--- src/rtl/fan_pkg.sv ---
// Shared types, default rates and the level-to-duty mapping for the fan driver.
package fan_pkg;

    typedef enum logic [1:0] {
        ST_IDLE = 2'd0,
        ST_KICK = 2'd1,
        ST_RAMP = 2'd2,
        ST_HOLD = 2'd3
    } fan_state_e;

    localparam int unsigned FAN_CLK_HZ_DEF  = 100_000_000;
    localparam int unsigned FAN_TICK_HZ_DEF = 100_000;

    // Floor of lvl*period/(levels-1); top level maps to full duty.
    function automatic int unsigned level_to_duty(input int unsigned lvl,
                                                  input int unsigned period,
                                                  input int unsigned levels);
        return (lvl * period) / (levels - 1);
    endfunction

endpackage

--- src/rtl/fan_pwm_ctrl_n_tick_gen_div.sv ---
// Prescaler: counts 0..DIV-1 and flags the last count as a one-cycle tick.
module tick_gen_div #(
    parameter int unsigned DIV = 10
) (
    input  logic sysclk,
    input  logic i_rst,
    output logic o_tick
);

    localparam int unsigned CNT_W = (DIV > 1) ? $clog2(DIV) : 1;

    logic [CNT_W-1:0] r_cnt;

    // Free-running divider, wraps after DIV-1.
    always_ff @(posedge sysclk) begin
        if (i_rst) begin
            r_cnt <= '0;
        end else if (r_cnt == CNT_W'(DIV - 1)) begin
            r_cnt <= '0;
        end else begin
            r_cnt <= r_cnt + 1'b1;
        end
    end

    assign o_tick = (r_cnt == CNT_W'(DIV - 1));

endmodule

--- src/rtl/fan_pwm_ctrl_n.sv ---
// N-level fan PWM driver with kick-start, soft ramp and boundary-aligned duty updates.
//
//  state | meaning
//  ------+-------------------------------------------------------------
//  IDLE  | fan stopped, working duty 0, waiting for a non-zero target
//  KICK  | full duty for KICK_PERIODS PWM periods after leaving IDLE
//  RAMP  | working duty steps by 1 toward target every RAMP_TICKS ticks
//  HOLD  | working duty equals target
module fan_pwm_ctrl_n
    import fan_pkg::*;
#(
    parameter int unsigned CLK_HZ       = FAN_CLK_HZ_DEF,
    parameter int unsigned TICK_HZ      = FAN_TICK_HZ_DEF,
    parameter int unsigned PERIOD       = 100,
    parameter int unsigned LEVELS       = 4,
    parameter int unsigned RAMP_TICKS   = 50,
    parameter int unsigned KICK_PERIODS = 20,
    parameter int unsigned LVL_W        = $clog2(LEVELS),
    parameter int unsigned DUTY_W       = $clog2(PERIOD + 1)
) (
    input  logic              sysclk,
    input  logic              i_rst,
    input  logic [LVL_W-1:0]  i_level,
    input  logic              i_ramp_en,
    output logic              o_PWMout,
    output logic [DUTY_W-1:0] o_duty,
    output logic [1:0]        o_state,
    output logic              o_busy
);

    localparam int unsigned DIV    = CLK_HZ / TICK_HZ;
    localparam int unsigned PCNT_W = (PERIOD > 1) ? $clog2(PERIOD) : 1;
    localparam int unsigned KICK_W = (KICK_PERIODS > 1) ? $clog2(KICK_PERIODS) : 1;
    localparam int unsigned RAMP_W = (RAMP_TICKS > 1) ? $clog2(RAMP_TICKS) : 1;

    localparam logic [1:0] S_IDLE = ST_IDLE;
    localparam logic [1:0] S_KICK = ST_KICK;
    localparam logic [1:0] S_RAMP = ST_RAMP;
    localparam logic [1:0] S_HOLD = ST_HOLD;

    logic              w_tick;
    logic              w_bound;
    logic [PCNT_W-1:0] r_pcnt;
    logic [DUTY_W-1:0] w_pcnt_ext;
    logic [LVL_W-1:0]  r_lvl;
    logic [DUTY_W-1:0] w_tgt;
    logic [DUTY_W-1:0] r_cur;
    logic [DUTY_W-1:0] r_duty;
    logic              r_pwm;
    logic [1:0]        r_state;
    logic [KICK_W-1:0] r_kick;
    logic [RAMP_W-1:0] r_rcnt;

    tick_gen_div #(.DIV(DIV)) u_tick (
        .sysclk (sysclk),
        .i_rst  (i_rst),
        .o_tick (w_tick)
    );

    // PWM position within the period, advanced once per tick.
    always_ff @(posedge sysclk) begin
        if (i_rst) begin
            r_pcnt <= '0;
        end else if (w_tick) begin
            r_pcnt <= (r_pcnt == PCNT_W'(PERIOD - 1)) ? '0 : r_pcnt + 1'b1;
        end
    end

    assign w_bound    = w_tick && (r_pcnt == PCNT_W'(PERIOD - 1));
    assign w_pcnt_ext = DUTY_W'(r_pcnt);

    // Requested level, clamped to the top level before it reaches the target math.
    always_ff @(posedge sysclk) begin
        if (i_rst) begin
            r_lvl <= '0;
        end else if (32'(i_level) >= LEVELS) begin
            r_lvl <= LVL_W'(LEVELS - 1);
        end else begin
            r_lvl <= i_level;
        end
    end

    assign w_tgt = DUTY_W'(level_to_duty(32'(r_lvl), PERIOD, LEVELS));

    // Applied duty only changes on the wrap so a period is never cut short; output is registered.
    always_ff @(posedge sysclk) begin
        if (i_rst) begin
            r_duty <= '0;
            r_pwm  <= 1'b0;
        end else begin
            if (w_bound) begin
                r_duty <= r_cur;
            end
            r_pwm <= (w_pcnt_ext < r_duty);
        end
    end

    // Sequencing of the working duty: kick, ramp, hold, idle.
    always_ff @(posedge sysclk) begin
        if (i_rst) begin
            r_state <= S_IDLE;
            r_cur   <= '0;
            r_kick  <= '0;
            r_rcnt  <= '0;
        end else begin
            case (r_state)
                S_IDLE: begin
                    r_cur <= '0;
                    if (w_tgt != '0) begin
                        r_state <= S_KICK;
                        r_cur   <= DUTY_W'(PERIOD);
                        r_kick  <= '0;
                    end
                end
                S_KICK: begin
                    if (w_tgt == '0) begin
                        r_state <= S_IDLE;
                        r_cur   <= '0;
                    end else if (w_bound) begin
                        if (r_kick == KICK_W'(KICK_PERIODS - 1)) begin
                            r_rcnt <= '0;
                            if (i_ramp_en) begin
                                r_state <= S_RAMP;
                            end else begin
                                r_cur   <= w_tgt;
                                r_state <= S_HOLD;
                            end
                        end else begin
                            r_kick <= r_kick + 1'b1;
                        end
                    end
                end
                S_RAMP: begin
                    if (!i_ramp_en) begin
                        r_cur   <= w_tgt;
                        r_state <= S_HOLD;
                    end else if (r_cur == w_tgt) begin
                        r_state <= (w_tgt == '0) ? S_IDLE : S_HOLD;
                    end else if (w_tick) begin
                        if (r_rcnt == RAMP_W'(RAMP_TICKS - 1)) begin
                            r_rcnt <= '0;
                            r_cur  <= (r_cur < w_tgt) ? r_cur + 1'b1 : r_cur - 1'b1;
                        end else begin
                            r_rcnt <= r_rcnt + 1'b1;
                        end
                    end
                end
                S_HOLD: begin
                    if (w_tgt != r_cur) begin
                        if (i_ramp_en) begin
                            r_state <= S_RAMP;
                            r_rcnt  <= '0;
                        end else begin
                            r_cur <= w_tgt;
                        end
                    end else if (w_tgt == '0) begin
                        r_state <= S_IDLE;
                    end
                end
                default: begin
                    r_state <= S_IDLE;
                    r_cur   <= '0;
                end
            endcase
        end
    end

    assign o_PWMout = r_pwm;
    assign o_duty   = r_duty;
    assign o_state  = r_state;
    assign o_busy   = (r_state == S_KICK) || (r_state == S_RAMP);

endmodule

--- config.mk ---
export PLATFORM = sky130hd
export DESIGN_NAME = fan_pwm_ctrl_n
export DESIGN_NICKNAME = d
export VERILOG_FILES = /design/src/rtl/fan_pkg.sv /design/src/rtl/fan_pwm_ctrl_n_tick_gen_div.sv /design/src/rtl/fan_pwm_ctrl_n.sv
export SDC_FILE = /design/constraint.sdc
export NUM_CORES = 1
export LEC_CHECK = 0
export ABC_AREA = 1
export BUFFER_PORTS_ARGS = -buffer_cell sky130_fd_sc_hd__buf_4
export CAP_MARGIN = 10
export CORE_MARGIN = 5
export CORE_UTILIZATION = 50
export CTS_CLUSTER_SIZE = 30
export DETAILED_ROUTE_END_ITERATION = 10
export GPL_ROUTABILITY_DRIVEN = 0
export HOLD_SLACK_MARGIN = 0.08
export PLACE_DENSITY_LB_ADDON = 0.25
export REMOVE_ABC_BUFFERS = 1
export SETUP_SLACK_MARGIN = 0.1
export SLEW_MARGIN = 20
export SYNTH_ARGS = -nofsm -noshare
export SYNTH_HDL_FRONTEND = slang
export SYNTH_HIERARCHICAL = 1
export SYNTH_SLANG_ARGS = --single-unit
--- constraint.sdc ---
create_clock -name sysclk -period 12.33 [get_ports sysclk]
set_input_delay 2.466 -clock sysclk [delete_from_list [all_inputs] [get_ports sysclk]]
set_output_delay 2.466 -clock sysclk [all_outputs]
set_load 0.1 [all_outputs]
## Yosys cells after proc, flatten, opt, wreduce, memory -nomap -nowiden

Index checks and enable logic that the tools add are counted.
Widths: inputs -> output; s select.

- Add/subtract/negate cells: 6
- Multipliers: 1
- Div/mod/pow operators: 1
- $lt $le $gt $ge: 2
- Equality and inequality tests: 27
- Mux-type cells: 40
- Reductions and logical operators: 12

Operators with widths:

| cell | count |
|---|---|
| $mux 7 | 12 |
| $mux 6 | 9 |
| $div 9x2->32 const B | 1 |
| $pmux 7 s4 | 1 |
| $ne 3x3->1 const B | 8 |
| $mux 2 | 10 |
| $mux 5 | 4 |
| $ne 2x2->1 const B | 10 |
| $pmux 6 s3 | 1 |
| $add 7x1->7 const B | 2 |
| $lt 7x7->1 | 2 |
| $reduce_and 6->1 | 2 |
| $add 10x1->10 const B | 1 |
| $eq 10x10->1 const B | 1 |
| $pmux 5 s2 | 1 |
| $reduce_and 9->1 | 1 |
| $pmux 2 s4 | 1 |
| $eq 7x7->1 | 1 |
| $eq 7x7->1 const B | 1 |
| $logic_not 7->1 | 1 |
| $mul 2x5->7 const B | 1 |
| $ne 7x7->1 | 1 |
| $reduce_bool 7->1 | 1 |
| $sub 7x1->7 const B | 1 |
| other kinds (14) | 15 |

- Bits in registers: 47
- Bits of input ports: 5
- Output and inout bits: 11
- Logic and storage cells: 98

## Depth between registers and ports, before layout

Gate-level depths: netlist of the first run.

- Depth after elaboration: 9
- Mapped depth: 36

## Cells and area by module

The synthesis of the first run kept the hierarchy.

Modules (own cells, without submodules):

| module | times used | cells each | area each (µm²) | seq. area each (µm²) |
|---|---|---|---|---|
| fan_pwm_ctrl_n | 1 | 433 | 2965.3 | 740.7 |
| tick_gen_div | 1 | 66 | 495.5 | 200.2 |

## Worst setup path before layout of the first run

No wires, ideal clock.

- Path kind: register to output
- Start point: register r_state[0] (netlist: o_state[0])
- End point: output o_busy
- Data arrival time: 2100 ps
- Data required time: 9864 ps
- Setup slack: 7764 ps
- Stages on the path, launching flop included: 3
- Cell sequence: dfxtp_1 inv_1 ha_1

- Longest elaborated chain between the ends: 2
- Elaborated cells on any way between the ends: 3
- Classes of those cells: eq/ne (2); reduce/logical (1)

RTL lines:

| what | RTL line | text |
|---|---|---|
| from (decl) | fan_pwm_ctrl_n.sv:50 | `logic [1:0] r_state;` |
| from (signal assigned) | fan_pwm_ctrl_n.sv:138 | `r_state <= (w_tgt == '0) ? S_IDLE : S_HOLD;` |
| $eq 2x1->1 / $eq 2x2->1 (equally long branches) | fan_pwm_ctrl_n.sv:171 | `assign o_busy = (r_state == S_KICK) \|\| (r_state == S_RAMP);` |
| $logic_or 1x1->1 * | fan_pwm_ctrl_n.sv:171 |  |
| to (decl) | fan_pwm_ctrl_n.sv:28 | `output logic o_busy` |

Every way passes the cells marked *; elsewhere a longest branch is shown, timed or not.

## Worst setup path in the final report of the first run

- Start point: register r_lvl[0]
- End point: register r_cur[6]

- Longest elaborated chain between the ends: 9
- Elaborated cells on any way between the ends: 24
- Classes of those cells: mul (1); div (1); order compare (1); eq/ne (6); mux (12); reduce/logical (3)

RTL lines:

| what | RTL line | text |
|---|---|---|
| from (decl) | fan_pwm_ctrl_n.sv:45 | `logic [LVL_W-1:0] r_lvl;` |
| from (signal assigned) | fan_pwm_ctrl_n.sv:77 | `r_lvl <= LVL_W'(LEVELS - 1);` |
| from (signal assigned) | fan_pwm_ctrl_n.sv:79 | `r_lvl <= i_level;` |
| $mul 2x5->7 * | fan_pkg.sv:18 | `return (lvl * period) / (levels - 1);` |
| $div 9x2->32 * | fan_pkg.sv:18 |  |
| $lt 7x7->1 | fan_pwm_ctrl_n.sv:142 | `r_cur <= (r_cur < w_tgt) ? r_cur + 1'b1 : r_cur - 1'b1;` |
| $mux 7 | fan_pwm_ctrl_n.sv:142 |  |
| $mux 7 | fan_pwm_ctrl_n.sv:140 | `if (r_rcnt == RAMP_W'(RAMP_TICKS - 1)) begin` |
| $mux 7 | fan_pwm_ctrl_n.sv:139 | `end else if (w_tick) begin` |
| $mux 7 | fan_pwm_ctrl_n.sv:137 | `end else if (r_cur == w_tgt) begin` |
| $mux 7 | fan_pwm_ctrl_n.sv:134 | `if (!i_ramp_en) begin` |
| $pmux 7 s4 | fan_pwm_ctrl_n.sv:106 | `case (r_state)` |
| to (signal assigned) | fan_pwm_ctrl_n.sv:111 | `r_cur <= DUTY_W'(PERIOD);` |
| to (signal assigned) | fan_pwm_ctrl_n.sv:135 | `r_cur <= w_tgt;` |
| to (signal assigned) | fan_pwm_ctrl_n.sv:142 |  |
| to (decl) | fan_pwm_ctrl_n.sv:47 | `logic [DUTY_W-1:0] r_cur;` |

Every way passes the cells marked *; elsewhere a longest branch is shown, timed or not. The select of a mux whose other input is x is not followed.
A chain may end at the register's enable or synchronous reset.

==> results.tsv, run 1 <==
metric	value	unit
Synth area leader	dfxtp_1	
critical path peak fanout	8	
Synth Flop Type	dfxtp_1	
critical path's largest stage delay	0.44	ns
Final Max Slew Viols	0	
n_diodes	0	
most frequent cells in the layout	nand2_1, inv_1, dfxtp_1	
layout cells sized above 1	12.1	%
critical path capture point type	flip-flop	
Reg power frac	31.3	%
number of global-route vias before repair	3014	
flop-to-flop setup slack	7.59	ns
CTS buffer count	5	
# rows	30	
Resized Gates After CTS	0	
Sw Share	43.5	%
GRT overflow	0	
reg2reg start	r_lvl[0]	
Max Cap Viol	0	
simple-gate share of the synthesized area	29.8	%
number of detailed-route iterations in the first pass	4	
hpwl dp	5860	um
CTS sink count	47	
Synth Area in Compound Gates	15.5	%
synthesized area	3460	um2
WL final	7410	um
Hold Crit Endpoint	o_duty[1]	
Syn Area/Cell	6.94	um2
synth top area cells	dfxtp_1, ha_1, nand2_1, inv_1, a21oi_1	
CTS tree	yes	
Critical Path RT	12.53	ns
Final Hold Viols	0	
post-route minimum period	4.74	ns
hold depth	2	
Post-CTS Setup Inserts	0	
reg-to-reg endpoint	r_cur[6]	
Setup Skew	0.00977	ns
Synth Area in XOR/XNOR	2.02	%
PwrDens	151	nW/um2
Fmax	211	MHz
Area growth, synth to finish	8.89	%
mux contribution to synthesized area	0	%
routed via count	3133	
Power Total	569	uW
setup TNS	0	ns
main combinational cell family by area after synthesis	simple AND/OR/NAND/NOR gates	
Worst path most repeated cell	nand2_1	
remaining routing DRC violations	0	
Synth cell types	42	
initial antenna violation count	0	
Port Buf Inserts	15	
hold_sp	o_duty[1]	
Ports	16	
synthesized instance count	499	
Hold Path Class	flip-flop to flip-flop	
Final #Nets	558	
Fill cells	666	
WP data arrival	4.94	ns
status	completed	
adder-cell share of the synthesized area	14.7	%
FF+latch count, synth	47	
Clock power frac	24.5	%
Setup violations, final	0	
largest net degree at the start of global routing	18	
Rel. slew slack	68.8	%
Switching Power	247	uW
Die H	93.2	um
Seq/Total Area, Yosys	27.2	%
global-route wire length before repair	13200	um
slowest cell on the critical path	dfxtp_1	
total track usage	18.3	%
Final Cycle Share	38.4	%
CTS H-Tree Depth	2	
top-area cell type share of the netlist area	27.2	%
Crit Path Class	flip-flop to flip-flop	
depth of the worst register-to-register path	35	
Combinational Power Share	44.2	%
initial cell density of the core	51.2	%
number of synthesized flops with an enable pin	0	
Least-Margin Pin Slew	0.467	ns
root buffer cell	clkbuf_8	
Leakage	0.00169	uW
die footprint	8690	um2
Core Region	6760	um2
DR iter-0 viols	178	
RSZ-0062 raised after global routing	false	
commonest non-fill, non-tap cell in the layout	nand2_1	
Synth warnings	6	
antenna viol nets, final	0	
Worst VDD drop	0.198	mV
Via density	5.27	
ys async rst share	0	%
Chip Width	93.2	um
Clock transition at path regs	0.09	ns
Clock Tree Buf Depth	2	
Worst-Skew Late Latency	0.31	ns
drt wl/cell	12.5	um
hold_buf cts	0	
startpoint types	flip-flop	
Pint	322	uW
## worst max-delay path, delay by kind of cell (launching register included)
family	cells	cell delay [ns]
buffers and inverters	6	0.49
AO/OA/AOI/OAI	4	0.45
AND/OR/NAND/NOR	21	1.99
adder cells (fa/ha/maj)	4	1.26
flip-flops	1	0.44
## cells by family after synthesis
kind of cell               count (synthesis)
DFF                                       47
adders and majority gates                 40
buffers and inverters                     94
xor gates and xnor gates                   8
AOI/OAI and AO/OA                         97
and+or+nand+nor                          213
## worst max path at each step
stage	cells after the start	slack [ns]	start	end
2_1_floorplan	2	7.76	o_state[0]	o_busy
3_3_place_gp	32	7.81	r_lvl[0]	r_cur[6]
5_1_grt	35	6.95	r_lvl[0]	r_cur[6]
6_report	35	7.59	r_lvl[0]	r_cur[6]
4_1_cts	35	7.59	r_lvl[0]	r_cur[6]
3_5_place_dp	35	7.59	r_lvl[0]	r_cur[6]
## power groups by stage
stage                     combinational, uW  sequential [uW]  clock, uW
final                                   251              178        140
after global routing                    286              181        148
after CTS                               251              178        142
after detailed placement                249              182          0
after global placement                  246              182          0
after floorplan                         179              199          0
## final cells by class
type | count | area [um2] | share of cell area (%)
Tap cell | 80 | 100 | 2.66
Timing Repair Buffer | 16 | 120 | 3.19
Clock inverter | 3 | 71.3 | 1.89
Clock buffer | 5 | 68.8 | 1.83
Inverter | 85 | 320 | 8.50
Multi-Input combinational cell | 358 | 2150 | 57.0
Sequential cell | 47 | 941 | 25.0
## Yosys cell counts (4+ instances only)
cell and instances:
nand4_1 8, nor2_1 44, o21ai_0 30, inv_1 73
nor3_1 14, nand3_1 27, a211oi_1 5, nor2_2 4
o21ai_1 8, nor3b_1 6, a21oi_1 37, dfxtp_1 47
a31oi_1 6, xor2_1 6, nand2_2 9, nand2_1 84
ha_1 39, nor2_4 6, inv_2 8
## flip-flops by register name, indices dropped and copies added (netlist names)
name	cells
o_PWMout	1
o_duty	7
o_state	2
r_cur	7
r_kick	5
r_lvl	2
r_pcnt	7
r_rcnt	6
u_tick/r_cnt	10
## metal layers
metal	track usage, %	routed length, um	vias up
li1	-	-	1673
met1	23.2	3580	1403
met2	31.9	3450	48
met3	2.98	295	9
met4	5.13	80	0
met5	0	0	-
## stage by stage
stage	cells	hold WS, ns	setup WS [ns]	utilization (%)	cell area [um2]
after floorplan	490	0.444	7.76	-	3410
after CTS	594	0.491	7.59	55.8	3770
after global routing	594	0.510	6.95	55.8	3770
final	594	0.484	7.59	55.8	3770
after detailed placement	586	0.476	7.59	53.7	3630
after global placement	586	0.458	7.81	53.7	3630
Note: power is estimated with default switching activity, not from simulation.
==> run 2, diff against run 1 <==
==> constraint.sdc (replaced) <==
create_clock -name sysclk -period 3.8 [get_ports sysclk]
set_input_delay 0.76 -clock sysclk [delete_from_list [all_inputs] [get_ports sysclk]]
set_output_delay 0.76 -clock sysclk [all_outputs]
set_load 0.1 [all_outputs]
==> run 2 against run 1 <==
The flow now finishes with violations (negative setup slack). Via count increased by 15%. Count of clock-buffer cells in the layout unchanged. First-iteration DRC count grew 11%. Non-clock buffer count increased by 68. Clock skew fell by 0.0025 ns. Flip-flop and latch count stayed put. Sequential power rose to 3.3 times the previous value. Critical endpoint is now r_cur[5]. Largest cell class unchanged.
==> results.tsv, run 2 (synthesis gave the netlist of run 1 again) <==
metric	value	unit
GRT overflow	0	
Fill cells	526	
Final Cycle Share	114	%
area occupied by multi-input gates	2570	um2
Leakage	0.00206	uW
Area growth, synth to finish	37.5	%
commonest non-fill, non-tap cell in the layout	buf_4	
total track usage	21.5	%
startpoint types	flip-flop	
Critical Path RT	4.05	ns
Setup violations, final	14	
critical path capture point type	flip-flop	
antenna viol nets, final	0	
RSZ-0062 raised after global routing	true	
Rel. slew slack	64.3	%
Worst VDD drop	0.690	mV
Fmax	232	MHz
Core Region	6760	um2
FF+latch area	948	um2
post-route minimum period	4.32	ns
DR iter-0 viols	198	
most frequent cells in the layout	buf_4, nand2_1, inv_1	
CTS sink count	47	
Setup WS post-layout	-0.516	ns
drt wl/cell	14.2	um
PwrDens	473	nW/um2
Max Cap Viol	0	
Least-Margin Pin Slew	0.532	ns
Final #Nets	626	
family with the most delay on the worst path	simple AND/OR/NAND/NOR gates	
critical path's largest stage delay	0.39	ns
reg-to-reg endpoint	r_cur[5]	
critical path peak fanout	7	
depth of the worst register-to-register path	30	
Die H	93.2	um
number of detailed-route iterations in the first pass	5	
largest net degree at the start of global routing	18	
n_diodes	0	
number of global-route vias before repair	3509	
Crit Path Class	flip-flop to flip-flop	
die footprint	8690	um2
Combinational Power Share	53.5	%
WP buf/inv	3	
routed via count	3596	
WP data arrival	4.57	ns
setup TNS	-3.14	ns
# rows	30	
CTS tree	yes	
layout cells sized above 1	36.1	%
utilization after layout	70.4	%
Clock Tree Buf Depth	2	
slowest cell on the critical path	dfxtp_4	
Worst path most repeated cell	nand2_2	
Clock transition at path regs	0.09	ns
Final Max Slew Viols	0	
root buffer cell	clkbuf_8	
Final Hold Viols	0	
hold depth	1	
Via density	5.43	
Pint	1260	uW
Reg power frac	26.1	%
status	complete, but fails checks	
hold_sp	u_tick/r_cnt[0]	
largest reg by FF count	u_tick/r_cnt	
global-route wire length before repair	15300	um
Port Buf Inserts	15	
max reg flops	10	
hpwl dp	6090	um
Hold Slack	0.485	ns
Sw Share	44.0	%
CTS H-Tree Depth	2	
Switching Power	989	uW
Hold Path Class	flip-flop to flip-flop	
flop-to-flop setup slack	-0.52	ns
reg2reg start	r_lvl[1]	
Ports	16	
WL final	9390	um
Chip Width	93.2	um
failing checks	negative setup slack	
remaining routing DRC violations	0	
Setup Skew	0.00732	ns
Hold Crit Endpoint	u_tick/r_cnt[0]	
initial antenna violation count	0	
initial cell density of the core	51.2	%
Clock power frac	20.4	%
Levels on crit path	30	
Worst-Skew Late Latency	0.31	ns
CTS buffer count	5	
run 2: changes by cell type in the layout (fill, tap and decap cells not counted), sizes merged:
| cell | change |
|---|---|
| inv | +2 |
| buf | +68 |
| clkinv | -2 |
run 2: worst max-delay path by stage:
stage	startpoint	to	slack, ns
6_report	r_lvl[1]	r_cur[5]	-0.52
3_3_place_gp	r_lvl[0]	r_cur[5]	-0.48
4_1_cts	r_lvl[1]	r_cur[5]	-0.35
2_1_floorplan	r_lvl[0]	r_cur[6]	-0.45
3_5_place_dp	r_lvl[1]	r_cur[6]	-0.69
5_1_grt	r_lvl[1]	r_cur[6]	-0.75
run 2: per-stage QoR:
stage / worst slack (ns) / area (um2) / instances / total power (uW)
after global routing: -0.748 / 4760 / 662 / 2390
after CTS: -0.351 / 4550 / 656 / 2110
after floorplan: -0.453 / 3410 / 490 / 1230
after global placement: -0.476 / 3960 / 630 / 1490
final: -0.516 / 4760 / 662 / 2250
after detailed placement: -0.685 / 3960 / 630 / 1510
run 2: layer usage:
metal / vias up / global-route usage (%) / part of all wire [%] / routed length, um
li1: 1799 / - / - / -
met1: 1668 / 25.0 / 43 / 4010
met2: 102 / 38.6 / 50 / 4730
met3: 27 / 3.38 / 4.0 / 377
met4: 0 / 9.65 / 2.8 / 265
met5: - / 0 / 0 / 0
run 2: power groups by stage:
| stage | Combinational, uW | Clock, uW | Sequential, uW |
|---|---|---|---|
| global route | 1310 | 488 | 593 |
| finish | 1200 | 458 | 587 |
| global placement | 904 | 0 | 588 |
| CTS | 1060 | 466 | 584 |
| floorplan | 582 | 0 | 646 |
| detailed placement | 917 | 0 | 590 |
run 2: area by class of cell:
class / count / share of cell area [%]
Clock buffer: 5 / 1.45
Clock inverter: 3 / 1.50
Inverter: 85 / 6.81
Multi-Input combinational cell: 358 / 54.1
Sequential cell: 47 / 19.9
Tap cell: 80 / 2.10
Timing Repair Buffer: 84 / 14.1
run 2: timing repair:
action / CTS / global route
buffers inserted: 18 / 7
pin swaps: 31 / 45
endpoints found under the setup margin: 13 / 15
hold buffers: 0 / 0
cloned: 0 / 0
gates resized for setup: 86 / 42
run 2: worst reg2reg max path: cells and delay by family, from the launching register on:
kind	cells	cell delay (ns)
and+or+nand+nor	15	1.80
buffers and inverters	3	0.34
AOI/OAI and AO/OA	9	1.15
DFF	1	0.39
adders and majority gates	3	0.58
==> run 3, diff against run 2 <==
--- a/config.mk
+++ b/config.mk
@@ -9,7 +9,7 @@
 export BUFFER_PORTS_ARGS = -buffer_cell sky130_fd_sc_hd__buf_4
 export CAP_MARGIN = 10
 export CORE_MARGIN = 5
-export CORE_UTILIZATION = 50
+export CORE_UTILIZATION = 48
 export CTS_CLUSTER_SIZE = 30
 export DETAILED_ROUTE_END_ITERATION = 10
 export GPL_ROUTABILITY_DRIVEN = 0
==> run 3 against run 2 <==
The flow still finishes with violations (negative setup slack). Non-clock buffer count shrank 1. Flip-flop and latch count unchanged. Final cell count increased by 2.6%. Critical path type unchanged.
==> results.tsv, run 3 (synthesis gave the netlist of run 1 again) <==
metric	value	unit
status	complete, but fails checks	
failing checks	negative setup slack	
DR iter-0 viols	186	
Core Region	7140	um2
Max Cap Viol	0	
largest reg by FF count	u_tick/r_cnt	
number of detailed-route iterations in the first pass	5	
Clock transition at path regs	0.09	ns
Crit Path Class	flip-flop to flip-flop	
Setup WS post-layout	-0.538	ns
setup TNS	-1.96	ns
startpoint types	flip-flop	
post-route minimum period	4.34	ns
Leakage	0.00204	uW
Least-Margin Pin Slew	0.506	ns
Switching Power	960	uW
WP buf/inv	4	
max reg flops	10	
Fmax	231	MHz
initial cell density of the core	48.5	%
Chip Width	94.9	um
Hold Path Class	flip-flop to flip-flop	
layout cells sized above 1	35.5	%
drt wl/cell	13.8	um
Pint	1180	uW
Rel. slew slack	66.3	%
family with the most delay on the worst path	simple AND/OR/NAND/NOR gates	
Worst path most repeated cell	nand2_2	
commonest non-fill, non-tap cell in the layout	buf_4	
routed via count	3563	
most frequent cells in the layout	buf_4, inv_1, nand2_1	
Setup Skew	0.00831	ns
total track usage	20.1	%
Area growth, synth to finish	38.5	%
Final #Nets	625	
remaining routing DRC violations	0	
RSZ-0062 raised after global routing	true	
Via density	5.25	
Worst-Skew Late Latency	0.31	ns
Reg power frac	27.4	%
root buffer cell	clkbuf_8	
CTS tree	yes	
largest net degree at the start of global routing	18	
Clock power frac	17.1	%
CTS buffer count	5	
Final Cycle Share	114	%
PwrDens	447	nW/um2
Clock Tree Buf Depth	2	
Fill cells	607	
CTS H-Tree Depth	2	
# rows	31	
slowest cell on the critical path	dfxtp_4	
Worst VDD drop	0.599	mV
critical path's largest stage delay	0.39	ns
Critical Path RT	4.00	ns
hpwl dp	6020	um
Combinational Power Share	55.4	%
WL final	9340	um
n_diodes	0	
area occupied by multi-input gates	2630	um2
Setup violations, final	8	
WP data arrival	4.53	ns
antenna viol nets, final	0	
FF+latch area	948	um2
initial antenna violation count	0	
critical path capture point type	flip-flop	
Die H	94.9	um
Ports	16	
GRT overflow	0	
utilization after layout	67.2	%
global-route wire length before repair	14600	um
Final Hold Viols	0	
number of global-route vias before repair	3252	
CTS sink count	47	
Port Buf Inserts	15	
die footprint	9010	um2
Sw Share	44.8	%
Final Max Slew Viols	0	
critical path peak fanout	6	
## run 3: cell types whose count changed in the layout (fill, tap and decap cells not counted), sizes merged
cell / previous run / this run
inv: 84 / 81
buf: 84 / 83
clkinv: 2 / 4
bufinv: 2 / 1
clkbuf: 5 / 6
## run 3: worst paths after layout
kind             start         to  slack [ns]  depth (start not counted)
max           r_lvl[1]   r_cur[6]       -0.54                         35
min          o_duty[3]  o_duty[3]        0.48                          2
max reg2reg   r_lvl[1]   r_cur[6]       -0.54                         35
min reg2reg  o_duty[3]  o_duty[3]        0.48                          2
## run 3: stage by stage
step | instance area (um2) | hold slack [ns] | instances | worst slack (ns) | power, uW
after CTS | 4580 | 0.487 | 673 | -0.330 | 2010
final | 4790 | 0.482 | 679 | -0.538 | 2140
after global placement | 3980 | 0.458 | 648 | -0.424 | 1490
after global routing | 4790 | 0.516 | 679 | -0.785 | 2270
after floorplan | 3410 | 0.444 | 490 | -0.453 | 1230
after detailed placement | 3980 | 0.473 | 648 | -0.538 | 1500
## run 3: power by group through the flow
stage	Combinational (uW)	Clock (uW)	Sequential, uW
finish	1190	367	588
global route	1280	388	594
CTS	1040	376	586
detailed placement	906	0	590
floorplan	582	0	646
global placement	898	0	589
## run 3: timing repair
action,in CTS,in global routing
cloned,0,0
pin swaps,39,46
endpoints found under the setup margin,11,15
gates resized for setup,83,44
hold buffers,0,0
setup buffers,18,8
## run 3: cell type report
cell class              instances  area share (%)
inverters                      85            6.84
multi-input cells             358            54.9
clock inverters                 1           0.626
repair buffers                 83            13.8
flip-flops and latches         47            19.8
clock buffers                   6            1.51
well taps                      99            2.58
## run 3: layer usage
layer	vias to the layer above	routed length [um]	GRT usage, %
met5	-	0	0
met4	0	199	6.61
met3	23	391	2.95
met2	101	4770	35.6
met1	1635	3980	24.9
li1	1804	-	-
## run 3: tightest hold or removal path: cells and delay by family (launching register included)
family / cells / cell delay [ns]
flops: 1 / 0.32
buf+inv: 1 / 0.07
compound gates: 1 / 0.05
